--- config.mk ---
export PLATFORM = sky130hd
export DESIGN_NAME = spi_master_shift
export DESIGN_NICKNAME = d
export VERILOG_FILES = /design/src/rtl/spi_master_shift.sv
export SDC_FILE = /design/constraint.sdc
export NUM_CORES = 1
export LEC_CHECK = 0
export BUFFER_PORTS_ARGS = -buffer_cell sky130_fd_sc_hd__buf_2
export CORE_MARGIN = 1
export CORE_UTILIZATION = 25
export CTS_BUF_LIST = sky130_fd_sc_hd__clkbuf_16
export CTS_CLUSTER_DIAMETER = 30
export CTS_CLUSTER_SIZE = 28
export DETAILED_ROUTE_END_ITERATION = 16
export MAX_ROUTING_LAYER = met4
export PLACE_DENSITY = 0.52
export SKIP_CTS_REPAIR_TIMING = 1
export SLEW_MARGIN = 20
export SYNTH_ARGS = -nofsm -noshare
export SYNTH_HDL_FRONTEND = slang
export SYNTH_SLANG_ARGS = --single-unit
--- constraint.sdc ---
create_clock -name i_clock_in -period 2.4 [get_ports i_clock_in]
set_clock_uncertainty 0.15 [all_clocks]
set_input_delay 0.24 -clock i_clock_in [delete_from_list [all_inputs] [get_ports i_clock_in]]
set_output_delay 0.24 -clock i_clock_in [all_outputs]
set_load 0.005 [all_outputs]
--- src/rtl/spi_master_shift.sv ---
// Mode-0 SPI master shift engine paced by edges of an upstream divider output.
// Define SPI_LSB_FIRST_EN for LSB-first shifting; MSB-first otherwise.
module spi_master_shift #(
    parameter int DATA_WIDTH = 8
) (
    input  logic                  i_clock_in,
    input  logic                  i_reset_n,
    input  logic                  i_div_clock,
    input  logic                  i_start,
    input  logic [DATA_WIDTH-1:0] i_tx_data,
    input  logic                  i_miso,
    output logic                  o_sclk,
    output logic                  o_mosi,
    output logic                  o_cs_n,
    output logic                  o_busy,
    output logic                  o_done,
    output logic [DATA_WIDTH-1:0] o_rx_data
);

    localparam int CW = (DATA_WIDTH > 2) ? $clog2(DATA_WIDTH) : 1;

    typedef enum logic [1:0] {
        S_IDLE,
        S_SETUP,
        S_SHIFT,
        S_HOLD
    } state_t;

    state_t                r_state, r_state_nx;
    logic                  r_div_q;
    logic                  r_sclk, r_sclk_nx;
    logic                  r_mosi, r_mosi_nx;
    logic                  r_cs_n, r_cs_n_nx;
    logic                  r_busy, r_busy_nx;
    logic                  r_done, r_done_nx;
    logic [CW-1:0]         r_cnt, r_cnt_nx;
    logic [DATA_WIDTH-1:0] r_tx_sr, r_tx_sr_nx;
    logic [DATA_WIDTH-1:0] r_rx_sr, r_rx_sr_nx;
    logic [DATA_WIDTH-1:0] r_rx_data, r_rx_data_nx;

    logic                  w_step;
    logic                  w_last;
    logic                  w_first_bit;
    logic [DATA_WIDTH-1:0] w_tx_next;
    logic [DATA_WIDTH-1:0] w_rx_next;
    logic                  w_next_bit;

    assign w_step = i_div_clock ^ r_div_q;
    assign w_last = (r_cnt == CW'(DATA_WIDTH - 1));

`ifdef SPI_LSB_FIRST_EN
    assign w_first_bit = i_tx_data[0];
    assign w_tx_next   = {1'b0, r_tx_sr[DATA_WIDTH-1:1]};
    assign w_next_bit  = w_tx_next[0];
    assign w_rx_next   = {i_miso, r_rx_sr[DATA_WIDTH-1:1]};
`else
    assign w_first_bit = i_tx_data[DATA_WIDTH-1];
    assign w_tx_next   = {r_tx_sr[DATA_WIDTH-2:0], 1'b0};
    assign w_next_bit  = w_tx_next[DATA_WIDTH-1];
    assign w_rx_next   = {r_rx_sr[DATA_WIDTH-2:0], i_miso};
`endif

    always_ff @(posedge i_clock_in or negedge i_reset_n) begin
        if (!i_reset_n) begin
            r_state   <= S_IDLE;
            r_div_q   <= 1'b0;
            r_sclk    <= 1'b0;
            r_mosi    <= 1'b0;
            r_cs_n    <= 1'b1;
            r_busy    <= 1'b0;
            r_done    <= 1'b0;
            r_cnt     <= '0;
            r_tx_sr   <= '0;
            r_rx_sr   <= '0;
            r_rx_data <= '0;
        end else begin
            r_state   <= r_state_nx;
            r_div_q   <= i_div_clock;
            r_sclk    <= r_sclk_nx;
            r_mosi    <= r_mosi_nx;
            r_cs_n    <= r_cs_n_nx;
            r_busy    <= r_busy_nx;
            r_done    <= r_done_nx;
            r_cnt     <= r_cnt_nx;
            r_tx_sr   <= r_tx_sr_nx;
            r_rx_sr   <= r_rx_sr_nx;
            r_rx_data <= r_rx_data_nx;
        end
    end

    always_comb begin
        r_state_nx   = r_state;
        r_sclk_nx    = r_sclk;
        r_mosi_nx    = r_mosi;
        r_cs_n_nx    = r_cs_n;
        r_busy_nx    = r_busy;
        r_done_nx    = 1'b0;
        r_cnt_nx     = r_cnt;
        r_tx_sr_nx   = r_tx_sr;
        r_rx_sr_nx   = r_rx_sr;
        r_rx_data_nx = r_rx_data;
        unique case (r_state)
            S_IDLE: begin
                r_sclk_nx = 1'b0;
                r_cs_n_nx = 1'b1;
                r_mosi_nx = 1'b0;
                r_busy_nx = 1'b0;
                if (i_start) begin
                    r_state_nx = S_SETUP;
                    r_tx_sr_nx = i_tx_data;
                    r_rx_sr_nx = '0;
                    r_cnt_nx   = '0;
                    r_cs_n_nx  = 1'b0;
                    r_mosi_nx  = w_first_bit;
                    r_busy_nx  = 1'b1;
                end
            end
            S_SETUP: begin
                if (w_step) begin
                    r_state_nx = S_SHIFT;
                end
            end
            S_SHIFT: begin
                if (w_step) begin
                    if (!r_sclk) begin
                        r_sclk_nx  = 1'b1;
                        r_rx_sr_nx = w_rx_next;
                    end else begin
                        r_sclk_nx = 1'b0;
                        if (w_last) begin
                            r_state_nx = S_HOLD;
                        end else begin
                            r_cnt_nx   = r_cnt + CW'(1);
                            r_tx_sr_nx = w_tx_next;
                            r_mosi_nx  = w_next_bit;
                        end
                    end
                end
            end
            S_HOLD: begin
                // Stay in HOLD through the done cycle so a start there is ignored.
                if (r_done) begin
                    r_state_nx = S_IDLE;
                    r_busy_nx  = 1'b0;
                end else if (w_step) begin
                    r_cs_n_nx    = 1'b1;
                    r_mosi_nx    = 1'b0;
                    r_rx_data_nx = r_rx_sr;
                    r_done_nx    = 1'b1;
                end
            end
            default: begin
                r_state_nx = S_IDLE;
            end
        endcase
    end

    assign o_sclk    = r_sclk;
    assign o_mosi    = r_mosi;
    assign o_cs_n    = r_cs_n;
    assign o_busy    = r_busy;
    assign o_done    = r_done;
    assign o_rx_data = r_rx_data;

endmodule
==> Implementation_results.wiki <==
{| class="wikitable"
! Metric !! Value
|-
| Result of the run || finished, final reports clean
|-
| CP Data Required Time || 2.42 ns
|-
| Final worst setup slack || 0.218 ns
|-
| Worst slew margin relative to its limit || 49.8%
|-
| Final clock period utilization by the worst path || 90.9%
|-
| Floorplan die width || 85.9 um
|-
| Starting density of the core || 25.9%
|-
| Measured slew at the worst slew-check pin || 0.753 ns
|-
| Die Area || 7380 sq um
|-
| Synth-to-Final Area Change || 26.6%
|-
| I/O pin count || 26
|-
| Vias per Instance || 4.40
|-
| Setup crit end kind || register
|-
| Number of vias in the routed layout || 1254
|-
| Main synth FF type || sky130_fd_sc_hd__dfrtp_1
|-
| WL per Instance || 12.4 um
|-
| Worst voltage drop across the vdd grid || 0.390 mV
|-
| Inserted Diodes || 0
|-
| Number of H-tree levels || 2
|-
| Post-synth design cell area || 1760 sq um
|-
| Worst-path cell with the longest stage delay || sky130_fd_sc_hd__a2111oi_2
|-
| Core footprint || 6790 sq um
|-
| Setup-violating endpoint count in the final report || 0
|-
| Startpoint types || register
|-
| Worst skew pair latency || 0.28 ns
|-
| EDFF count, synth || 0
|-
| Clock buffer depth || 2
|-
| Kind of cell adding the most delay to the critical path || compound AO/OA/AOI/OAI gates
|-
| Antenna violations before repair || 0
|-
| Highest attainable clock frequency || 0.458 GHz
|-
| Final HPWL from detailed placement || 2510 um
|-
| Data arrival at the endpoint of the critical path || 2.20 ns
|-
| Largest stage delay, worst path || 0.49 ns
|-
| Yosys Warn Count || 0
|-
| Row count || 30
|-
| CTS clk-pin slew, worst paths || 0.06 ns
|-
| Gate count after technology mapping || 152
|-
| Multi-input gate area || 827 sq um
|-
| Crit path time final || 2.18 ns
|-
| Overall track demand over capacity in global routing || 11.4%
|-
| Synthesized Nets || 173
|-
| Total of max-cap violations || 0
|-
| Kind of critical path || register to register
|-
| Power per unit of standard cell area || 1340 nW/um^2
|-
| Async S/R FF share, synth || 100%
|-
| Final nets || 209
|-
| CTS tree || yes
|-
| Number of clock sinks seen by CTS || 34
|-
| Area share of the largest cell type after synthesis || 46.9%
|-
| Ordered cell list for the critical path || inv_1 > ha_1 > buf_4 > nor2b_1 > a2111oi_2 > mux2_2
|-
| Max-slew violations || 0
|-
| Area of all placed cells without fillers || 2230 sq um
|-
| Hold WC Path Type || input pin to register
|-
| Leading post-synthesis cells by cell area || sky130_fd_sc_hd__dfrtp_1, sky130_fd_sc_hd__mux2_2, sky130_fd_sc_hd__mux2_4
|-
| Critical path fanouts, max || 8
|-
| Vertical die dimension || 85.9 um
|-
| Instance area after placement || 2010 sq um
|-
| Number of buffers and inverters on the critical path || 2
|-
| Routability cong. || 0.739
|-
| Syn Area/Cell || 11.6 sq um
|-
| First DRT Iteration DRCs || 43
|-
| Number of clock buffers inserted by TritonCTS || 5
|-
| Post-synthesis cell type count || 33
|-
| Port-buffer cells || 25
|-
| First drt pass iteration count || 4
|-
| Sum Neg Setup Slack || 0 ns
|-
| Setup repair after global routing missed its margin || false
|-
| Number of fill cells in the layout || 692
|-
| Sequential cell area || 852 sq um
|-
| Number of endpoints with negative hold slack in the final report || 0
|-
| Dominant cell type by area after synthesis || sky130_fd_sc_hd__dfrtp_1
|-
| Drc violations || 0
|-
| Sequential-to-total area share from yosys stat || 48.4%
|-
| Total leakage power || 1.08 nW
|-
| Cell at the root of the clock tree || sky130_fd_sc_hd__clkbuf_16
|-
| Wire length of the first global-routing pass || 6260 um
|-
| Number of global-route vias before repair || 1256
|-
| Antenna-violating nets left || 0
|-
| Total power || 2.99 mW
|-
| FF+latch count, synth || 34
|-
| Overflow after GRT || 0
|-
| Layout cell share with drive strength beyond 1 || 36.5%
|-
| Wire length after detailed routing || 3530 um
|-
| Pre-CTS worst setup slack || 0.155 ns
|-
| Largest net degree at the start of global routing || 35
|}
placed cells by master (no fill, tap or decap), types with 2 or more instances in the layout:
cell type,Yosys,layout
sky130_fd_sc_hd__ha_1,8,8
sky130_fd_sc_hd__clkbuf_16,0,5
sky130_fd_sc_hd__dlygate4sd3_1,0,2
sky130_fd_sc_hd__o21ai_0,4,4
sky130_fd_sc_hd__o221ai_1,6,6
sky130_fd_sc_hd__a32o_1,2,2
sky130_fd_sc_hd__buf_4,0,8
sky130_fd_sc_hd__mux2_2,16,16
sky130_fd_sc_hd__dfrtp_1,33,33
sky130_fd_sc_hd__nor2_1,10,10
sky130_fd_sc_hd__mux2i_1,4,4
sky130_fd_sc_hd__nand4_1,3,3
sky130_fd_sc_hd__nand3_1,3,3
sky130_fd_sc_hd__nor2b_1,2,2
sky130_fd_sc_hd__inv_1,8,8
sky130_fd_sc_hd__nand3b_1,3,3
sky130_fd_sc_hd__mux2_4,8,8
sky130_fd_sc_hd__o211ai_1,2,2
sky130_fd_sc_hd__buf_2,0,25
sky130_fd_sc_hd__bufinv_16,0,2
sky130_fd_sc_hd__nand2_1,21,21
flip-flops by register name (all words and copies together) (netlist names):
register / flops
o_rx_data: 8
r_rx_sr: 8
r_tx_sr: 7
r_cnt: 3
r_state: 2
o_busy: 1
o_cs_n: 1
o_done: 1
o_mosi: 1
o_sclk: 1
r_div_q: 1
where the power goes:
part	switching, mW	internal (mW)	leakage [nW]	total (mW)
clock	0.252	0.596	0.0940	0.849
combinational	0.576	0.649	0.540	1.22
sequential	0.134	0.778	0.443	0.912
cell type report:
| cell class | instances | area share [%] |
|---|---|---|
| clock buffer | 5 | 5.61 |
| clock inverter | 3 | 3.09 |
| inverter | 8 | 1.35 |
| multi-input combinational | 104 | 37.1 |
| sequential | 34 | 38.2 |
| tap | 96 | 5.39 |
| timing repair buffer | 35 | 9.21 |
metrics by stage:
step	hold WS [ns]	utilization, %	instances
5_1_grt	0.165	32.8	285
3_3_place_gp	0.227	29.6	275
4_1_cts	-0.0877	32.5	283
2_1_floorplan	-0.206	-	152
3_5_place_dp	0.215	29.6	275
6_report	0.136	32.8	285
worst reg2reg max path, delay by kind of cell (launching register included):
kind	cells	cell delay, ns
and+or+nand+nor	1	0.16
adders and majority gates	1	0.22
buffers and inverters	2	0.28
AOI/OAI and AO/OA	1	0.49
DFF	1	0.39
muxes	1	0.39
Yosys cell counts, types with 3 or more instances:
library cell	instances
sky130_fd_sc_hd__inv_1	8
sky130_fd_sc_hd__o221ai_1	6
sky130_fd_sc_hd__nand4_1	3
sky130_fd_sc_hd__mux2_2	16
sky130_fd_sc_hd__mux2i_1	4
sky130_fd_sc_hd__nand3b_1	3
sky130_fd_sc_hd__dfrtp_1	33
sky130_fd_sc_hd__nand3_1	3
sky130_fd_sc_hd__nor2_1	10
sky130_fd_sc_hd__nand2_1	21
sky130_fd_sc_hd__o21ai_0	4
sky130_fd_sc_hd__ha_1	8
sky130_fd_sc_hd__mux2_4	8
final timing paths:
path | from | endpoint | slack, ns | depth (start not counted)
worst min register to register | o_rx_data[6] | o_rx_data[6] | 0.35 | 1
max in group asynchronous | i_reset_n | r_cnt[2] | 1.20 | 2
min in group asynchronous | i_reset_n | r_rx_sr[2] | 0.42 | 2
worst max-delay path | r_state[0] | r_state[1] | 0.22 | 6
worst max register to register | r_state[0] | r_state[1] | 0.22 | 6
worst min-delay path | i_miso | r_rx_sr[0] | 0.14 | 3
logic make-up (layout without fill, tap and decap cells):
group | Yosys count | in the layout | synth area share [%]
buffers and inverters | 14 | 51 | 4.69
muxes | 28 | 28 | 19.3
AOI/OAI and AO/OA | 21 | 21 | 9.10
xor gates and xnor gates | 2 | 2 | 0.995
DFF | 34 | 34 | 48.4
and+or+nand+nor | 45 | 45 | 11.8
adders and majority gates | 8 | 8 | 5.69
per-layer routing:
metal	global-route usage (%)	up-vias	wire length, um	share of wire (%)
li1	-	610	-	-
met4	5.00	0	70	2.0
met2	16.5	19	1630	46
met3	2.89	7	132	3.7
met5	-	-	0	0
met1	15.1	618	1700	48
Note: power is estimated with default switching activity, not from simulation.
